### config.mk
export PLATFORM = sky130hd
export DESIGN_NAME = clause_unit_bt_flat
export DESIGN_NICKNAME = d
export VERILOG_FILES = /design/src/rtl/clause_unit_bt_if.sv /design/src/rtl/clause_unit_bt.sv /design/src/flat_wrapper.sv
export SDC_FILE = /design/constraint.sdc
export NUM_CORES = 1
export LEC_CHECK = 0
export ABC_AREA = 1
export BUFFER_PORTS_ARGS = -buffer_cell sky130_fd_sc_hd__buf_4
export CORE_MARGIN = 1
export CORE_UTILIZATION = 55
export DETAILED_ROUTE_END_ITERATION = 10
export HOLD_SLACK_MARGIN = 0.08
export PLACE_DENSITY = 0.76
export SLEW_MARGIN = 30
export SYNTH_ARGS = -nofsm -noshare
export SYNTH_HDL_FRONTEND = slang
export SYNTH_SLANG_ARGS = --single-unit
### constraint.sdc
create_clock -name clk_i -period 5.75 [get_ports clk_i]
set_input_delay 0.2875 -clock clk_i [delete_from_list [all_inputs] [get_ports clk_i]]
set_output_delay 0.2875 -clock clk_i [all_outputs]
set_load 0.01 [all_outputs]
### src/rtl/clause_unit_bt_if.sv
// ---------------------------------------------------------------------------
// clause_unit_bt_if
//   Bundles the clause-load, assignment-broadcast, backtrack and
//   implication-handshake signals of one clause_unit_bt instance.
//
//   master : driver side (clause array controller / arbiter / testbench)
//   slave  : the clause unit itself
//
//   Load bus       : update_clause_i, clause_id_to_set_i,
//                    set_variable_id_i, set_variable_polarity_i
//   Broadcast bus  : update_assignment_i, decision_variable_id_i,
//                    decision_assignment_i, decision_level_i
//   Backtrack      : backtrack_i, backtrack_level_i
//   Status         : clause_SAT_o, conflict_o, unit_o
//   Implication    : impl_valid_o, impl_ready_i, implication_variable_id_o,
//                    implication_assignment_o, implication_level_o
// ---------------------------------------------------------------------------
interface clause_unit_bt_if #(
    parameter int MAX_VARIABLE_ID       = 15,
    parameter int VARIABLE_ENCODING_LEN = $clog2(MAX_VARIABLE_ID + 1),
    parameter int MAX_CLAUSE_SIZE       = 4,
    parameter int MAX_LEVEL             = 15,
    parameter int LEVEL_LEN             = $clog2(MAX_LEVEL + 1),
    parameter int MAX_CLAUSE            = 16,
    parameter int CLAUSE_ID_LEN         = $clog2(MAX_CLAUSE)
);
    logic                                             update_clause_i;
    logic [CLAUSE_ID_LEN-1:0]                         clause_id_to_set_i;
    logic [MAX_CLAUSE_SIZE*VARIABLE_ENCODING_LEN-1:0] set_variable_id_i;
    logic [MAX_CLAUSE_SIZE-1:0]                       set_variable_polarity_i;
    logic                                             update_assignment_i;
    logic [VARIABLE_ENCODING_LEN-1:0]                 decision_variable_id_i;
    logic                                             decision_assignment_i;
    logic [LEVEL_LEN-1:0]                             decision_level_i;
    logic                                             backtrack_i;
    logic [LEVEL_LEN-1:0]                             backtrack_level_i;
    logic                                             clause_SAT_o;
    logic                                             conflict_o;
    logic                                             unit_o;
    logic                                             impl_valid_o;
    logic                                             impl_ready_i;
    logic [VARIABLE_ENCODING_LEN-1:0]                 implication_variable_id_o;
    logic                                             implication_assignment_o;
    logic [LEVEL_LEN-1:0]                             implication_level_o;

    modport master (
        output update_clause_i, clause_id_to_set_i, set_variable_id_i,
               set_variable_polarity_i, update_assignment_i,
               decision_variable_id_i, decision_assignment_i,
               decision_level_i, backtrack_i, backtrack_level_i, impl_ready_i,
        input  clause_SAT_o, conflict_o, unit_o, impl_valid_o,
               implication_variable_id_o, implication_assignment_o,
               implication_level_o
    );

    modport slave (
        input  update_clause_i, clause_id_to_set_i, set_variable_id_i,
               set_variable_polarity_i, update_assignment_i,
               decision_variable_id_i, decision_assignment_i,
               decision_level_i, backtrack_i, backtrack_level_i, impl_ready_i,
        output clause_SAT_o, conflict_o, unit_o, impl_valid_o,
               implication_variable_id_o, implication_assignment_o,
               implication_level_o
    );
endinterface

### src/rtl/clause_unit_bt.sv
// ---------------------------------------------------------------------------
// clause_unit_bt
//   Single-clause evaluator for the BCP accelerator. Holds up to
//   MAX_CLAUSE_SIZE literals, tracks per-literal assignment and decision
//   level, supports backtracking to a target level and offers unit
//   implications over a valid/ready handshake.
//
//   clk_i   : clock
//   rst_ni  : asynchronous active-low reset
//   bus     : clause_unit_bt_if.slave (load, broadcast, backtrack,
//             registered status and implication handshake)
// ---------------------------------------------------------------------------
module clause_unit_bt #(
    parameter int MAX_VARIABLE_ID       = 15,
    parameter int VARIABLE_ENCODING_LEN = $clog2(MAX_VARIABLE_ID + 1),
    parameter int MAX_CLAUSE_SIZE       = 4,
    parameter int MAX_LEVEL             = 15,
    parameter int LEVEL_LEN             = $clog2(MAX_LEVEL + 1),
    parameter int MAX_CLAUSE            = 16,
    parameter int CLAUSE_ID             = 0,
    parameter int CLAUSE_ID_LEN         = $clog2(MAX_CLAUSE)
) (
    input logic             clk_i,
    input logic             rst_ni,
    clause_unit_bt_if.slave bus
);
    localparam int N  = MAX_CLAUSE_SIZE;
    localparam int VW = VARIABLE_ENCODING_LEN;
    localparam int LW = LEVEL_LEN;
    localparam logic [CLAUSE_ID_LEN-1:0] OWN_ID = CLAUSE_ID_LEN'(CLAUSE_ID);

    typedef enum logic [1:0] {
        IMPL_IDLE,
        IMPL_PEND,
        IMPL_DONE
    } implState_e;

    // Clause contents and per-slot assignment state
    logic          inUse_q,   inUse_d;
    logic [VW-1:0] slotId_q  [N];
    logic [VW-1:0] slotId_d  [N];
    logic [LW-1:0] slotLvl_q [N];
    logic [LW-1:0] slotLvl_d [N];
    logic [N-1:0]  slotPol_q, slotPol_d;
    logic [N-1:0]  slotAsg_q, slotAsg_d;
    logic [N-1:0]  slotVal_q, slotVal_d;

    // Status of the next state, registered into the outputs
    logic          clauseSat_d, conflict_d, unit_d;
    logic          clauseSat_q, conflict_q, unit_q;
    logic [VW-1:0] candId;
    logic          candVal;
    logic [LW-1:0] candLvl;

    // Implication FSM and its registered outputs
    implState_e    implState_q;
    logic          implValid_q;
    logic [VW-1:0] implId_q;
    logic          implVal_q;
    logic [LW-1:0] implLvl_q;

    logic loadHit;
    assign loadHit = bus.update_clause_i && (bus.clause_id_to_set_i == OWN_ID);

    // Next clause state. Load wins over backtrack, backtrack wins over
    // assignment; the losing event of the same cycle is dropped.
    always_comb begin
        inUse_d   = inUse_q;
        slotId_d  = slotId_q;
        slotLvl_d = slotLvl_q;
        slotPol_d = slotPol_q;
        slotAsg_d = slotAsg_q;
        slotVal_d = slotVal_q;
        if (loadHit) begin
            inUse_d = 1'b0;
            for (int k = 0; k < N; k++) begin
                slotId_d[k]  = bus.set_variable_id_i[k*VW +: VW];
                slotPol_d[k] = bus.set_variable_polarity_i[k];
                slotAsg_d[k] = 1'b0;
                slotVal_d[k] = 1'b0;
                slotLvl_d[k] = '0;
                if (bus.set_variable_id_i[k*VW +: VW] != '0) begin
                    inUse_d = 1'b1;
                end
            end
        end else if (bus.backtrack_i) begin
            for (int k = 0; k < N; k++) begin
                if (slotAsg_q[k] && (slotLvl_q[k] > bus.backtrack_level_i)) begin
                    slotAsg_d[k] = 1'b0;
                    slotVal_d[k] = 1'b0;
                    slotLvl_d[k] = '0;
                end
            end
        end else if (bus.update_assignment_i) begin
            // Duplicate ids in one clause all pick up the same broadcast.
            for (int k = 0; k < N; k++) begin
                if ((slotId_q[k] != '0) && !slotAsg_q[k] &&
                    (slotId_q[k] == bus.decision_variable_id_i)) begin
                    slotAsg_d[k] = 1'b1;
                    slotVal_d[k] = bus.decision_assignment_i;
                    slotLvl_d[k] = bus.decision_level_i;
                end
            end
        end
    end

    // Evaluate the next state so status lands one cycle after the strobe.
    // The unit candidate is the single free used slot; its level is the
    // deepest level among the assigned used slots.
    always_comb begin
        logic anyFree;
        logic multiFree;
        logic anyTrue;
        anyFree   = 1'b0;
        multiFree = 1'b0;
        anyTrue   = 1'b0;
        candId    = '0;
        candVal   = 1'b0;
        candLvl   = '0;
        for (int k = 0; k < N; k++) begin
            if (slotId_d[k] != '0) begin
                if (slotAsg_d[k]) begin
                    if (slotVal_d[k] == slotPol_d[k]) begin
                        anyTrue = 1'b1;
                    end
                    if (slotLvl_d[k] > candLvl) begin
                        candLvl = slotLvl_d[k];
                    end
                end else begin
                    if (anyFree) begin
                        multiFree = 1'b1;
                    end
                    anyFree = 1'b1;
                    candId  = slotId_d[k];
                    candVal = slotPol_d[k];
                end
            end
        end
        clauseSat_d = anyTrue || !inUse_d;
        conflict_d  = !clauseSat_d && !anyFree;
        unit_d      = !clauseSat_d && anyFree && !multiFree;
    end

    // Clause storage
    always_ff @(posedge clk_i or negedge rst_ni) begin
        if (!rst_ni) begin
            inUse_q   <= 1'b0;
            slotPol_q <= '0;
            slotAsg_q <= '0;
            slotVal_q <= '0;
            for (int k = 0; k < N; k++) begin
                slotId_q[k]  <= '0;
                slotLvl_q[k] <= '0;
            end
        end else begin
            inUse_q   <= inUse_d;
            slotId_q  <= slotId_d;
            slotLvl_q <= slotLvl_d;
            slotPol_q <= slotPol_d;
            slotAsg_q <= slotAsg_d;
            slotVal_q <= slotVal_d;
        end
    end

    // Status registers and implication FSM. An offer stays frozen while
    // PEND; if the clause stops being unit before acceptance it is
    // retracted. After acceptance DONE blocks re-offers until unit falls.
    always_ff @(posedge clk_i or negedge rst_ni) begin
        if (!rst_ni) begin
            clauseSat_q <= 1'b1;
            conflict_q  <= 1'b0;
            unit_q      <= 1'b0;
            implState_q <= IMPL_IDLE;
            implValid_q <= 1'b0;
            implId_q    <= '0;
            implVal_q   <= 1'b0;
            implLvl_q   <= '0;
        end else begin
            clauseSat_q <= clauseSat_d;
            conflict_q  <= conflict_d;
            unit_q      <= unit_d;
            if (loadHit) begin
                implState_q <= IMPL_IDLE;
                implValid_q <= 1'b0;
                implId_q    <= '0;
                implVal_q   <= 1'b0;
                implLvl_q   <= '0;
            end else begin
                case (implState_q)
                    IMPL_IDLE: begin
                        if (unit_d) begin
                            implState_q <= IMPL_PEND;
                            implValid_q <= 1'b1;
                            implId_q    <= candId;
                            implVal_q   <= candVal;
                            implLvl_q   <= candLvl;
                        end
                    end
                    IMPL_PEND: begin
                        if (bus.impl_ready_i || !unit_d) begin
                            implState_q <= (bus.impl_ready_i && unit_d) ? IMPL_DONE : IMPL_IDLE;
                            implValid_q <= 1'b0;
                            implId_q    <= '0;
                            implVal_q   <= 1'b0;
                            implLvl_q   <= '0;
                        end
                    end
                    IMPL_DONE: begin
                        if (!unit_d) begin
                            implState_q <= IMPL_IDLE;
                        end
                    end
                    default: begin
                        implState_q <= IMPL_IDLE;
                        implValid_q <= 1'b0;
                        implId_q    <= '0;
                        implVal_q   <= 1'b0;
                        implLvl_q   <= '0;
                    end
                endcase
            end
        end
    end

    assign bus.clause_SAT_o              = clauseSat_q;
    assign bus.conflict_o                = conflict_q;
    assign bus.unit_o                    = unit_q;
    assign bus.impl_valid_o              = implValid_q;
    assign bus.implication_variable_id_o = implId_q;
    assign bus.implication_assignment_o  = implVal_q;
    assign bus.implication_level_o       = implLvl_q;

endmodule

### src/flat_wrapper.sv
// flat-port wrapper written by rule: the top's interface ports become plain ports
module clause_unit_bt_flat 
#(
    parameter int MAX_VARIABLE_ID       = 15,
    parameter int VARIABLE_ENCODING_LEN = $clog2(MAX_VARIABLE_ID + 1),
    parameter int MAX_CLAUSE_SIZE       = 4,
    parameter int MAX_LEVEL             = 15,
    parameter int LEVEL_LEN             = $clog2(MAX_LEVEL + 1),
    parameter int MAX_CLAUSE            = 16,
    parameter int CLAUSE_ID             = 0,
    parameter int CLAUSE_ID_LEN         = $clog2(MAX_CLAUSE)
)
  (clk_i, rst_ni, bus_update_clause_i, bus_clause_id_to_set_i, bus_set_variable_id_i, bus_set_variable_polarity_i, bus_update_assignment_i, bus_decision_variable_id_i, bus_decision_assignment_i, bus_decision_level_i, bus_backtrack_i, bus_backtrack_level_i, bus_impl_ready_i, bus_clause_SAT_o, bus_conflict_o, bus_unit_o, bus_impl_valid_o, bus_implication_variable_id_o, bus_implication_assignment_o, bus_implication_level_o);
  clause_unit_bt_if #(.MAX_VARIABLE_ID(MAX_VARIABLE_ID), .VARIABLE_ENCODING_LEN(VARIABLE_ENCODING_LEN), .MAX_CLAUSE_SIZE(MAX_CLAUSE_SIZE), .MAX_LEVEL(MAX_LEVEL), .LEVEL_LEN(LEVEL_LEN), .MAX_CLAUSE(MAX_CLAUSE), .CLAUSE_ID_LEN(CLAUSE_ID_LEN)) bus_i ();
  input logic clk_i;
  input logic rst_ni;
  input wire logic [$bits(bus_i.update_clause_i)-1:0] bus_update_clause_i;
  input wire logic [$bits(bus_i.clause_id_to_set_i)-1:0] bus_clause_id_to_set_i;
  input wire logic [$bits(bus_i.set_variable_id_i)-1:0] bus_set_variable_id_i;
  input wire logic [$bits(bus_i.set_variable_polarity_i)-1:0] bus_set_variable_polarity_i;
  input wire logic [$bits(bus_i.update_assignment_i)-1:0] bus_update_assignment_i;
  input wire logic [$bits(bus_i.decision_variable_id_i)-1:0] bus_decision_variable_id_i;
  input wire logic [$bits(bus_i.decision_assignment_i)-1:0] bus_decision_assignment_i;
  input wire logic [$bits(bus_i.decision_level_i)-1:0] bus_decision_level_i;
  input wire logic [$bits(bus_i.backtrack_i)-1:0] bus_backtrack_i;
  input wire logic [$bits(bus_i.backtrack_level_i)-1:0] bus_backtrack_level_i;
  input wire logic [$bits(bus_i.impl_ready_i)-1:0] bus_impl_ready_i;
  output wire logic [$bits(bus_i.clause_SAT_o)-1:0] bus_clause_SAT_o;
  output wire logic [$bits(bus_i.conflict_o)-1:0] bus_conflict_o;
  output wire logic [$bits(bus_i.unit_o)-1:0] bus_unit_o;
  output wire logic [$bits(bus_i.impl_valid_o)-1:0] bus_impl_valid_o;
  output wire logic [$bits(bus_i.implication_variable_id_o)-1:0] bus_implication_variable_id_o;
  output wire logic [$bits(bus_i.implication_assignment_o)-1:0] bus_implication_assignment_o;
  output wire logic [$bits(bus_i.implication_level_o)-1:0] bus_implication_level_o;
  assign bus_i.update_clause_i = bus_update_clause_i;
  assign bus_i.clause_id_to_set_i = bus_clause_id_to_set_i;
  assign bus_i.set_variable_id_i = bus_set_variable_id_i;
  assign bus_i.set_variable_polarity_i = bus_set_variable_polarity_i;
  assign bus_i.update_assignment_i = bus_update_assignment_i;
  assign bus_i.decision_variable_id_i = bus_decision_variable_id_i;
  assign bus_i.decision_assignment_i = bus_decision_assignment_i;
  assign bus_i.decision_level_i = bus_decision_level_i;
  assign bus_i.backtrack_i = bus_backtrack_i;
  assign bus_i.backtrack_level_i = bus_backtrack_level_i;
  assign bus_i.impl_ready_i = bus_impl_ready_i;
  assign bus_clause_SAT_o = bus_i.clause_SAT_o;
  assign bus_conflict_o = bus_i.conflict_o;
  assign bus_unit_o = bus_i.unit_o;
  assign bus_impl_valid_o = bus_i.impl_valid_o;
  assign bus_implication_variable_id_o = bus_i.implication_variable_id_o;
  assign bus_implication_assignment_o = bus_i.implication_assignment_o;
  assign bus_implication_level_o = bus_i.implication_level_o;
  clause_unit_bt #(.MAX_VARIABLE_ID(MAX_VARIABLE_ID), .VARIABLE_ENCODING_LEN(VARIABLE_ENCODING_LEN), .MAX_CLAUSE_SIZE(MAX_CLAUSE_SIZE), .MAX_LEVEL(MAX_LEVEL), .LEVEL_LEN(LEVEL_LEN), .MAX_CLAUSE(MAX_CLAUSE), .CLAUSE_ID(CLAUSE_ID), .CLAUSE_ID_LEN(CLAUSE_ID_LEN)) u_core (.clk_i(clk_i), .rst_ni(rst_ni), .bus(bus_i));
endmodule
==> flow_summary.yaml, run 1 <==
detailed_routing:
  avgRoutedWirePerCell_um: 15.0
  totalWireLength_mm: 12.4
  first_pass_iters: 6
  vias_per_cell: 5.54
  drc: 0
  num_vias: 4569
  ant_nets: 0
  drt_iter0_markers: 301
hold_path:
  hp-class: "input pin to flop"
synthesis:
  synth_largest_area_cell: "dfrtp_1"
  synth_top_family_by_area: "simple AND/OR/NAND/NOR gates"
  synth_seq_cells: 60
  seq_area_frac_synth: 0.333
  synth_edf_count: 0
  syn_area_mm2: 0.00451
  synth_fp_nets: 726
  synth-compound-area-share: 0.136
  yosys.area.top_type_share: 0.327
  synth_xor_area_frac: 0
  synth.mux.area_fraction: 0
  ys_types: 43
  syn_area_per_cell_um2: 6.89
  synthAdderAreaFrac: 0.0776
  ys_warn_count: 0
  synth-simple-area-share: 0.334
  postSynth.asyncResetShare: 1.00
  syn-instance-count: 655
  synth_ff_type: "dfrtp_1"
  synthTopCellsByArea: "dfrtp_1 33%, nand2_1 16%, inv_1 9.6%, ha_1 7.8%, nand3_1 5.2%"
finish:
  stdcell_area_mm2: 0.00535
  antenna_cells: 0
  final_nets: 789
  area_delta_synth_final_pct: 18.5
  drive_gt1_frac: 0.198
critical_path:
  rr_worst_depth: 39
  r2r_setup_slack_ps: 430
  cp_common_cell: "nand2_1"
  critPathKind: "flop to flop"
  critPathMaxStageDelay_ps: 410
  critical_path.endpoint_type: "flop"
  cp_max_fo: 7
  timing.rr.end: "u_core.bus.implication_level_o[3]"
  rr_startpoint: "u_core.slotLvl_q[15]"
  endpoint: "u_core.bus.implication_level_o[3]"
  arrival_ps: 5560
  crit_start: "u_core.slotLvl_q[15]"
  critPathLaunchType: "flop"
  critPathRequiredTime_ps: 5990
  slowest_stage: "dfrtp_1"
floorplanning:
  rows: 32
  start_util: 0.575
  fp.coreArea_mm2: 0.00785
  die_y_um: 92.6
  die-area_mm2: 0.00857
  fp.dieW_um: 92.6
  io_pins: 56
sta:
  slew_violations: 0
  setup_slack_ps: 428
  fmax_mhz: 188
  worstMarginPinSlew_ps: 774
  finalHoldViolCount: 0
  period_needed_ps: 5320
  setup_violations: 0
  skew_ps: 6.73
  max_slew_margin: 0.484
  fin_setup_tns_ps: 0
  fin_crit_sh: 0.925
placement:
  routabilityCongestion: 0.986
  io_buffers: 55
  pre_cts_slack_ps: 51.7
  dpl_cell_area_mm2: 0.00499
  hpwl_mm: 9.32
clock_network:
  clock_latency_ps: 350
  clk_pin_slew_ps: 70
  cts.sinks: 60
  tritoncts: "built"
  h-tree-depth: 3
  cts_root_buf: "clkbuf_8"
  clk_path_buf_depth: 2
  numCtsBuffers: 9
pwr:
  power_frac_clock: 0.338
  internal_power_uw: 955
  combPwrFrac: 0.305
  peakVddDrop_uv: 173
  power.density_mw_per_mm2: 271
  share_seq_of_total_power: 0.358
  power.total_uw: 1450
  p_sw_uw: 493
  swShare: 0.341
  leakagePower_uw: 0.00300
grt:
  grt_pass1_wl_mm: 20.2
  grt_max_degree: 61
  grt.total_usage: 0.304
  grt.overflow.total: 0
  grt_pass1_vias: 4325
  antenna_found_initial: 0
outcome:
  status: "finished, final reports clean"
flow_run:
  maxCapViolations: 0
==> how the worst min path moves through the flow <==
stage                                         start                                       to  slack [ps]  depth (start not counted)
after detailed placement                     rst_ni                       u_core.slotId_q[0]         410                          1
after floorplan                              rst_ni                    u_core.bus.conflict_o          -8                          0
final                     bus_set_variable_id_i[12]                       u_core.slotId_q[0]         190                          3
after global placement                       rst_ni  u_core.bus.implication_variable_id_o[1]         410                          1
after CTS                 bus_set_variable_id_i[12]                       u_core.slotId_q[0]         180                          3
after global routing      bus_set_variable_id_i[12]                       u_core.slotId_q[0]         190                          3
==> logic make-up after synthesis <==
logic type,count (synthesis)
AO/OA/AOI/OAI,99
adder cells (fa/ha/maj),28
buffers and inverters,134
flip-flops,60
AND/OR/NAND/NOR,334
==> flip-flops by register name, summed over array words and instances (netlist names) <==
name and count:
u_core.slotVal_q 4, u_core.inUse_q 1, u_core.slotAsg_q 4, u_core.bus.implication_level_o 4, u_core.bus.clause_SAT_o 1, u_core.bus.implication_variable_id_o 4
u_core.slotId_q 16, u_core.slotLvl_q 16, u_core.bus.conflict_o 1, u_core.bus.implication_assignment_o 1, u_core.implState_q 2, u_core.slotPol_q 4
u_core.bus.unit_o 1, u_core.bus.impl_valid_o 1
==> layout by cell type (no fill, tap or decap), types with 11 or more instances in the layout <==
cell type	count
nand3_1	45
nor2_1	36
dfrtp_1	59
clkbuf_8	11
o211ai_1	13
o21ai_0	24
inv_1	113
ha_1	27
nand2_2	17
a21oi_1	26
buf_4	62
nand2_1	193
==> power by group through the flow <==
stage	Sequential, uW	Clock (uW)	Combinational [uW]
after floorplan	514	0	301
after global placement	522	0	401
after detailed placement	524	0	418
after CTS	517	493	423
after global routing	524	510	497
final	518	489	441
==> final cells by class <==
cell class | instances | area, um^2
flip-flops and latches | 60 | 1500
clock buffers | 12 | 155
clock inverters | 4 | 95.1
fillers | 686 | 2500
multi-input cells | 461 | 2530
inverters | 123 | 464
repair buffers | 63 | 475
well taps | 102 | 128
==> per-stage QoR <==
step / cells / util / hold WS, ps
final: 825 / 0.681 / 186
after global routing: 825 / 0.681 / 187
after CTS: 820 / 0.670 / 177
after detailed placement: 803 / 0.636 / 415
after global placement: 803 / 0.636 / 415
after floorplan: 655 / - / -8.09
==> synth_stat cells, types with 6 or more instances <==
master and instances:
dfrtp_1 59, o21ai_2 8, nor2_1 38, o21ai_0 24, nand2_1 196, nand2_2 14
nand4_1 6, o211ai_1 13, ha_1 28, inv_1 115, o21ai_1 10, nand3_1 47
inv_2 7, a21oi_1 28
==> layer usage <==
| layer | share of wire | wire (um) | track usage | up-vias |
|---|---|---|---|---|
| met4 | 0.026 | 326 | 0.120 | 0 |
| met2 | 0.47 | 5760 | 0.504 | 206 |
| met1 | 0.43 | 5290 | 0.394 | 2117 |
| met5 | 0 | 0 | 0 | - |
| met3 | 0.079 | 973 | 0.0517 | 34 |
| li1 | - | - | - | 2212 |
==> timing repair <==
| item | in CTS | in global routing |
|---|---|---|
| hold buffers | 1 | 0 |
| setup buffers | 0 | 5 |
| hold endpoints to repair | 59 | 0 |
| endpoints found under the setup margin | 0 | 4 |
| resized for setup | 0 | 14 |
==> worst max-delay path, delay by kind of cell, from the launching register on <==
family	cells	cell delay, ps
flip-flops	1	410
adder cells (fa/ha/maj)	4	1160
AO/OA/AOI/OAI	6	940
buffers and inverters	8	580
AND/OR/NAND/NOR	21	2110
Power figures use the tool's default switching activity.
==> inputs of run 2 (changes only) <==
--- a/config.mk
+++ b/config.mk
@@ -8,5 +8,5 @@
 export ABC_AREA = 1
 export BUFFER_PORTS_ARGS = -buffer_cell sky130_fd_sc_hd__buf_4
-export CORE_MARGIN = 1
+export CORE_MARGIN = 2
 export CORE_UTILIZATION = 55
 export DETAILED_ROUTE_END_ITERATION = 10
==> constraint.sdc (replaced) <==
create_clock -name clk_i -period 5.75 [get_ports clk_i]
set_input_delay 0.2875 -clock clk_i [delete_from_list [all_inputs] [get_ports clk_i]]
set_output_delay 0.2875 -clock clk_i [all_outputs]
set_load 0.05 [all_outputs]
==> run 2 against run 1 <==
Compared with the run above: global-route usage fell by 1.6 points; routed wire length fell by 0.26%; clock skew fell by 0.50 ps; critical endpoint unchanged; largest power group unchanged.
==> flow_summary.yaml, run 2 (synthesis results as in run 1) <==
placement:
  io_buffers: 55
  hpwl_mm: 9.35
  dpl_cell_area_mm2: 0.00501
  routabilityCongestion: 0.898
critical_path:
  slowest_stage: "dfrtp_2"
  critPathKind: "flop to flop"
  cp_max_fo: 7
  cp_common_cell: "nand2_1"
  rr_worst_depth: 39
  arrival_ps: 5640
  critical_path.endpoint_type: "flop"
  critPathRequiredTime_ps: 5990
  critPathMaxStageDelay_ps: 440
  critPathLaunchType: "flop"
finish:
  reg_top3: "u_core.slotId_q x16, u_core.slotLvl_q x16"
  fillers: 745
  drive_gt1_frac: 0.201
  final_common_cell: "nand2_1"
  area_delta_synth_final_pct: 17.7
  stdcell_area_mm2: 0.00531
  antenna_cells: 0
  final_nets: 790
  layout_common_cells: "193 x nand2_1, 113 x inv_1, 63 x buf_4, 58 x dfrtp_1, 45 x nand3_1"
clock_network:
  cts.sinks: 60
  clk_pin_slew_ps: 70
  clk_path_buf_depth: 2
  numCtsBuffers: 9
  tritoncts: "built"
  cts_root_buf: "clkbuf_8"
  h-tree-depth: 3
  clock_latency_ps: 350
detailed_routing:
  ant_nets: 0
  first_pass_iters: 5
  drc: 0
  totalWireLength_mm: 12.3
  avgRoutedWirePerCell_um: 14.9
  num_vias: 4559
  vias_per_cell: 5.51
  drt_iter0_markers: 357
pwr:
  power.total_uw: 1330
  p_sw_uw: 492
  swShare: 0.369
  internal_power_uw: 841
  share_seq_of_total_power: 0.392
  combPwrFrac: 0.333
  leakagePower_uw: 0.00297
  power_frac_clock: 0.275
  peakVddDrop_uv: 177
  power.density_mw_per_mm2: 251
floorplanning:
  fp.coreArea_mm2: 0.00809
  rows: 33
  die_y_um: 94.6
  io_pins: 56
  start_util: 0.558
  fp.dieW_um: 94.6
  die-area_mm2: 0.00894
sta:
  worstMarginPinSlew_ps: 793
  period_needed_ps: 5400
  setup_violations: 0
  finalHoldViolCount: 0
  fmax_mhz: 185
  slew_violations: 0
  max_slew_margin: 0.471
  skew_ps: 6.23
  fin_crit_sh: 0.939
grt:
  grt.total_usage: 0.288
  grt_max_degree: 61
  grt_pass1_wl_mm: 19.7
  grt.overflow.total: 0
  grt_pass1_vias: 4182
  antenna_found_initial: 0
hold_path:
  hp-class: "input pin to flop"
  worstHoldPathCells: 3
flow_run:
  maxCapViolations: 0
outcome:
  status: "finished, final reports clean"
-- run 2: final timing paths --
path / slack, ps / endpoint / from
worst min-delay path: 180 / u_core.slotId_q[2] / bus_set_variable_id_i[14]
min in group asynchronous: 530 / u_core.slotId_q[3] / rst_ni
worst max-delay path: 350 / u_core.bus.implication_level_o[3] / u_core.slotLvl_q[15]
worst min register to register: 490 / u_core.bus.implication_variable_id_o[2] / u_core.bus.implication_variable_id_o[2]
worst max register to register: 350 / u_core.bus.implication_level_o[3] / u_core.slotLvl_q[15]
max in group asynchronous: 4620 / u_core.slotLvl_q[15] / rst_ni
-- run 2: critical path, delay by kind of cell (launching register included) --
kind                       cells  cell delay, ps
AOI/OAI and AO/OA              6             870
adders and majority gates      4            1120
buffers and inverters          8             570
DFF                            1             440
and+or+nand+nor               21            2280
-- run 2: timing repair --
item	4_1_cts	5_1_grt
hold buffers	1	0
endpoints found under the hold margin	59	0
setup buffers	0	5
setup endpoints to repair	0	4
gates resized for setup	0	16
-- run 2: final cells by class --
class,count,area [um^2],area share
Multi-Input combinational cell,461,2540,0.478
Sequential cell,60,1500,0.283
Timing Repair Buffer,64,483,0.0910
Inverter,123,464,0.0874
Clock buffer,14,183,0.0344
Tap cell,105,131,0.0247
Clock inverter,1,5.00,0.000943
-- run 2: per-stage QoR --
stage	setup slack (ps)	util	setup TNS, ps	hold slack (ps)	std cells
floorplan	909	-	0	-8.09	655
global placement	425	0.619	0	411	807
detailed placement	98.9	0.619	0	415	807
CTS	119	0.643	0	181	823
global route	-71.8	0.656	-181	193	828
finish	351	0.656	0	184	828
-- run 2: per-layer routing --
layer  track usage  vias up  part of all wire
li1              -     2214                 -
met1         0.390     2137              0.44
met3        0.0615       28             0.077
met4         0.107        0             0.024
met5             0        -                 0
met2         0.454      180              0.45
-- run 2: power groups by stage --
stage,Combinational [uW],Sequential [uW],Clock [uW]
2_1_floorplan,301,522,0
3_3_place_gp,408,525,0
3_5_place_dp,424,528,0
4_1_cts,428,521,370
5_1_grt,505,526,394
6_report,443,523,367
==> inputs of run 3 (changes only) <==
ABC_AREA = not set   (was 1)
CORE_UTILIZATION = 49   (was 55)
GPL_ROUTABILITY_DRIVEN = 1   (was not set)
PLACE_DENSITY = 0.69   (was 0.76)
==> run 3 against run 2 <==
Compared with the run above: the run now ends with negative setup slack left; routed wire length down 5.3%; final cell count is 17% lower; hold slack got worse by 4.4 ps; clock skew grew 0.92 ps; synthesized area is 4.9% lower; via count down 12%; maximum frequency is 7.1% lower; non-clock buffer count up 35; sequential power rose by 17%; sequential share of layout area fell by 0.93 points; critical path depth decreased by 9; first-iteration DRC count is 35% lower; critical path type unchanged; critical endpoint is now u_core.bus.implication_level_o[0]; largest cell class unchanged.
==> flow_summary.yaml, run 3 <==
outcome:
  status: "complete, but fails checks"
  violations: "negative setup slack"
finish:
  area_delta_synth_final_pct: 27.8
  final_common_cell: "buf_4"
  layout.cells.non_filler: 687
  drive_gt1_frac: 0.302
  final_nets: 645
  reg_top3: "u_core.slotId_q x16, u_core.slotLvl_q x16"
  layout_common_cells: "97 x buf_4, 84 x nand2_1, 59 x dfrtp_1, 28 x inv_1, 21 x ha_1"
  antenna_cells: 0
sta:
  skew_ps: 7.15
  setup_violations: 4
  fin_crit_sh: 1.01
  slew_violations: 0
  finalHoldViolCount: 0
  max_slew_margin: 0.474
  fmax_mhz: 172
  whs_ps: 180
  rsz0062_at_grt: "yes"
  period_needed_ps: 5810
  fin_setup_tns_ps: -90.6
  setup_slack_ps: -61.3
  worstMarginPinSlew_ps: 787
hold_path:
  whs_endpoint: "u_core.slotId_q[7]"
  holdCritStartpoint: "bus_set_variable_id_i[11]"
  worstHoldPathCells: 3
  hp-class: "input pin to flop"
synthesis:
  yosysMostFrequentCell: "nand2_1"
  synth_largest_area_cell: "dfrtp_1"
  ys_types: 67
  postSynth.asyncResetShare: 1.00
  synthTopCellsByArea: "dfrtp_1 34%, ha_1 8.2%, nand2_1 7.6%, mux2i_1 4.2%, inv_1 2.6%"
  synth_commonest_cells: "87 x nand2_1, 59 x dfrtp_1, 30 x inv_1, 28 x ha_1"
  seq_area_frac_synth: 0.350
  synth_fp_nets: 555
  ys_warn_count: 0
  synth_seq_cells: 60
  synth_edf_count: 0
  syn_area_mm2: 0.00429
  syn_area_per_cell_um2: 8.87
  yosys.area.top_type_share: 0.344
  syn-instance-count: 484
  synth_ff_type: "dfrtp_1"
clock_network:
  clock_latency_ps: 340
  h-tree-depth: 3
  clk_path_buf_depth: 2
  numCtsBuffers: 9
  cts.sinks: 60
  clk_pin_slew_ps: 70
  cts_root_buf: "clkbuf_8"
  tritoncts: "built"
pwr:
  peakVddDrop_uv: 350
  power.density_mw_per_mm2: 361
  leakagePower_uw: 0.00264
critical_path:
  cp_max_fo: 4
  rr_worst_depth: 30
  timing.rr.end: "u_core.bus.implication_level_o[0]"
  r2r_setup_slack_ps: -60
  cp.buffers_inverters: 1
  critPathMaxStageDelay_ps: 420
  rr_startpoint: "u_core.slotLvl_q[15]"
  slowest_stage: "dfrtp_1"
  critPathRequiredTime_ps: 5980
  arrival_ps: 6040
  critPathKind: "flop to flop"
  critical_path.endpoint_type: "flop"
  cp_common_cell: "ha_4"
  crit_family: "compound AO/OA/AOI/OAI gates"
  critPathLaunchType: "flop"
floorplanning:
  io_pins: 56
  fp.coreArea_mm2: 0.00859
  fp.dieW_um: 97.6
  die-area_mm2: 0.00952
  rows: 34
  die_y_um: 97.6
  start_util: 0.499
detailed_routing:
  drt_iter0_markers: 231
  totalWireLength_mm: 11.7
  avgRoutedWirePerCell_um: 17.0
  vias_per_cell: 5.82
  num_vias: 4000
  ant_nets: 0
  first_pass_iters: 5
  drc: 0
placement:
  pre_cts_slack_ps: -306
  io_buffers: 55
  place_inst: 661
  routabilityCongestion: 0.902
  hpwl_mm: 8.66
grt:
  grt_pass1_wl_mm: 18.9
  grt_max_degree: 61
  grt.overflow.total: 0
  antenna_found_initial: 0
  grt.total_usage: 0.245
  grt_pass1_vias: 3909
flow_run:
  maxCapViolations: 0
-- run 3: where the power goes --
group          internal, uW  total [uW]  switching [uW]  leakage, uW
Sequential              522         613            90.6     0.000782
Combinational           396         942             546      0.00176
Clock                   256         426             170     0.000107
-- run 3: logic make-up (layout without fill, tap and decap cells) --
group,count (synthesis),count (layout),share of synthesized area
xor+xnor,14,14,0.0286
compound gates,98,98,0.163
fa+ha+maj,28,28,0.0816
flops,60,60,0.350
simple gates,205,205,0.251
mux,29,29,0.0741
buf+inv,50,145,0.0519
-- run 3: stage by stage --
stage                util  area [um^2]  total power, uW
CTS                 0.625         5370             1960
global placement    0.588         5050             1490
detailed placement  0.588         5050             1520
global route        0.638         5480             2110
finish              0.638         5480             1980
floorplan               -         4390             1270
-- run 3: worst max-delay path by stage --
stage	startpoint	to	slack, ps	depth (start not counted)
6_report	u_core.slotLvl_q[15]	u_core.bus.implication_level_o[0]	-60	30
3_3_place_gp	bus_backtrack_level_i[3]	u_core.bus.implication_level_o[0]	-30	32
4_1_cts	u_core.slotLvl_q[13]	u_core.bus.implication_level_o[3]	-6	32
3_5_place_dp	bus_backtrack_level_i[3]	u_core.bus.implication_level_o[0]	-310	32
2_1_floorplan	bus_clause_id_to_set_i[2]	u_core.bus.implication_level_o[0]	-110	30
5_1_grt	u_core.slotLvl_q[15]	u_core.bus.implication_level_o[0]	-350	30
-- run 3: what timing repair did --
item / 4_1_cts / 5_1_grt
setup buffers: 4 / 5
hold buffers: 1 / 0
endpoints found under the hold margin: 59 / 0
pin swaps: 8 / 15
setup endpoints to repair: 4 / 4
resized for setup: 11 / 20
-- run 3: final cells by class --
cell class | count | area [um^2]
fillers | 710 | 3110
multi-input cells | 374 | 2770
flip-flops and latches | 60 | 1500
repair buffers | 99 | 749
clock buffers | 12 | 145
well taps | 108 | 135
inverters | 30 | 113
clock inverters | 4 | 72.6
-- run 3: per-layer routing --
layer | share of wire | vias to the layer above | track usage
met5 | 0 | - | 0
met4 | 0.025 | 0 | 0.0919
met3 | 0.056 | 27 | 0.0288
li1 | - | 1917 | -
met1 | 0.44 | 1913 | 0.335
met2 | 0.48 | 143 | 0.399
-- run 3: worst reg2reg max path, delay by kind of cell (launching register included) --
family | cells | cell delay [ps]
muxes | 2 | 650
DFF | 1 | 420
adders and majority gates | 4 | 950
buffers and inverters | 1 | 60
AOI/OAI and AO/OA | 12 | 1890
and+or+nand+nor | 11 | 1740
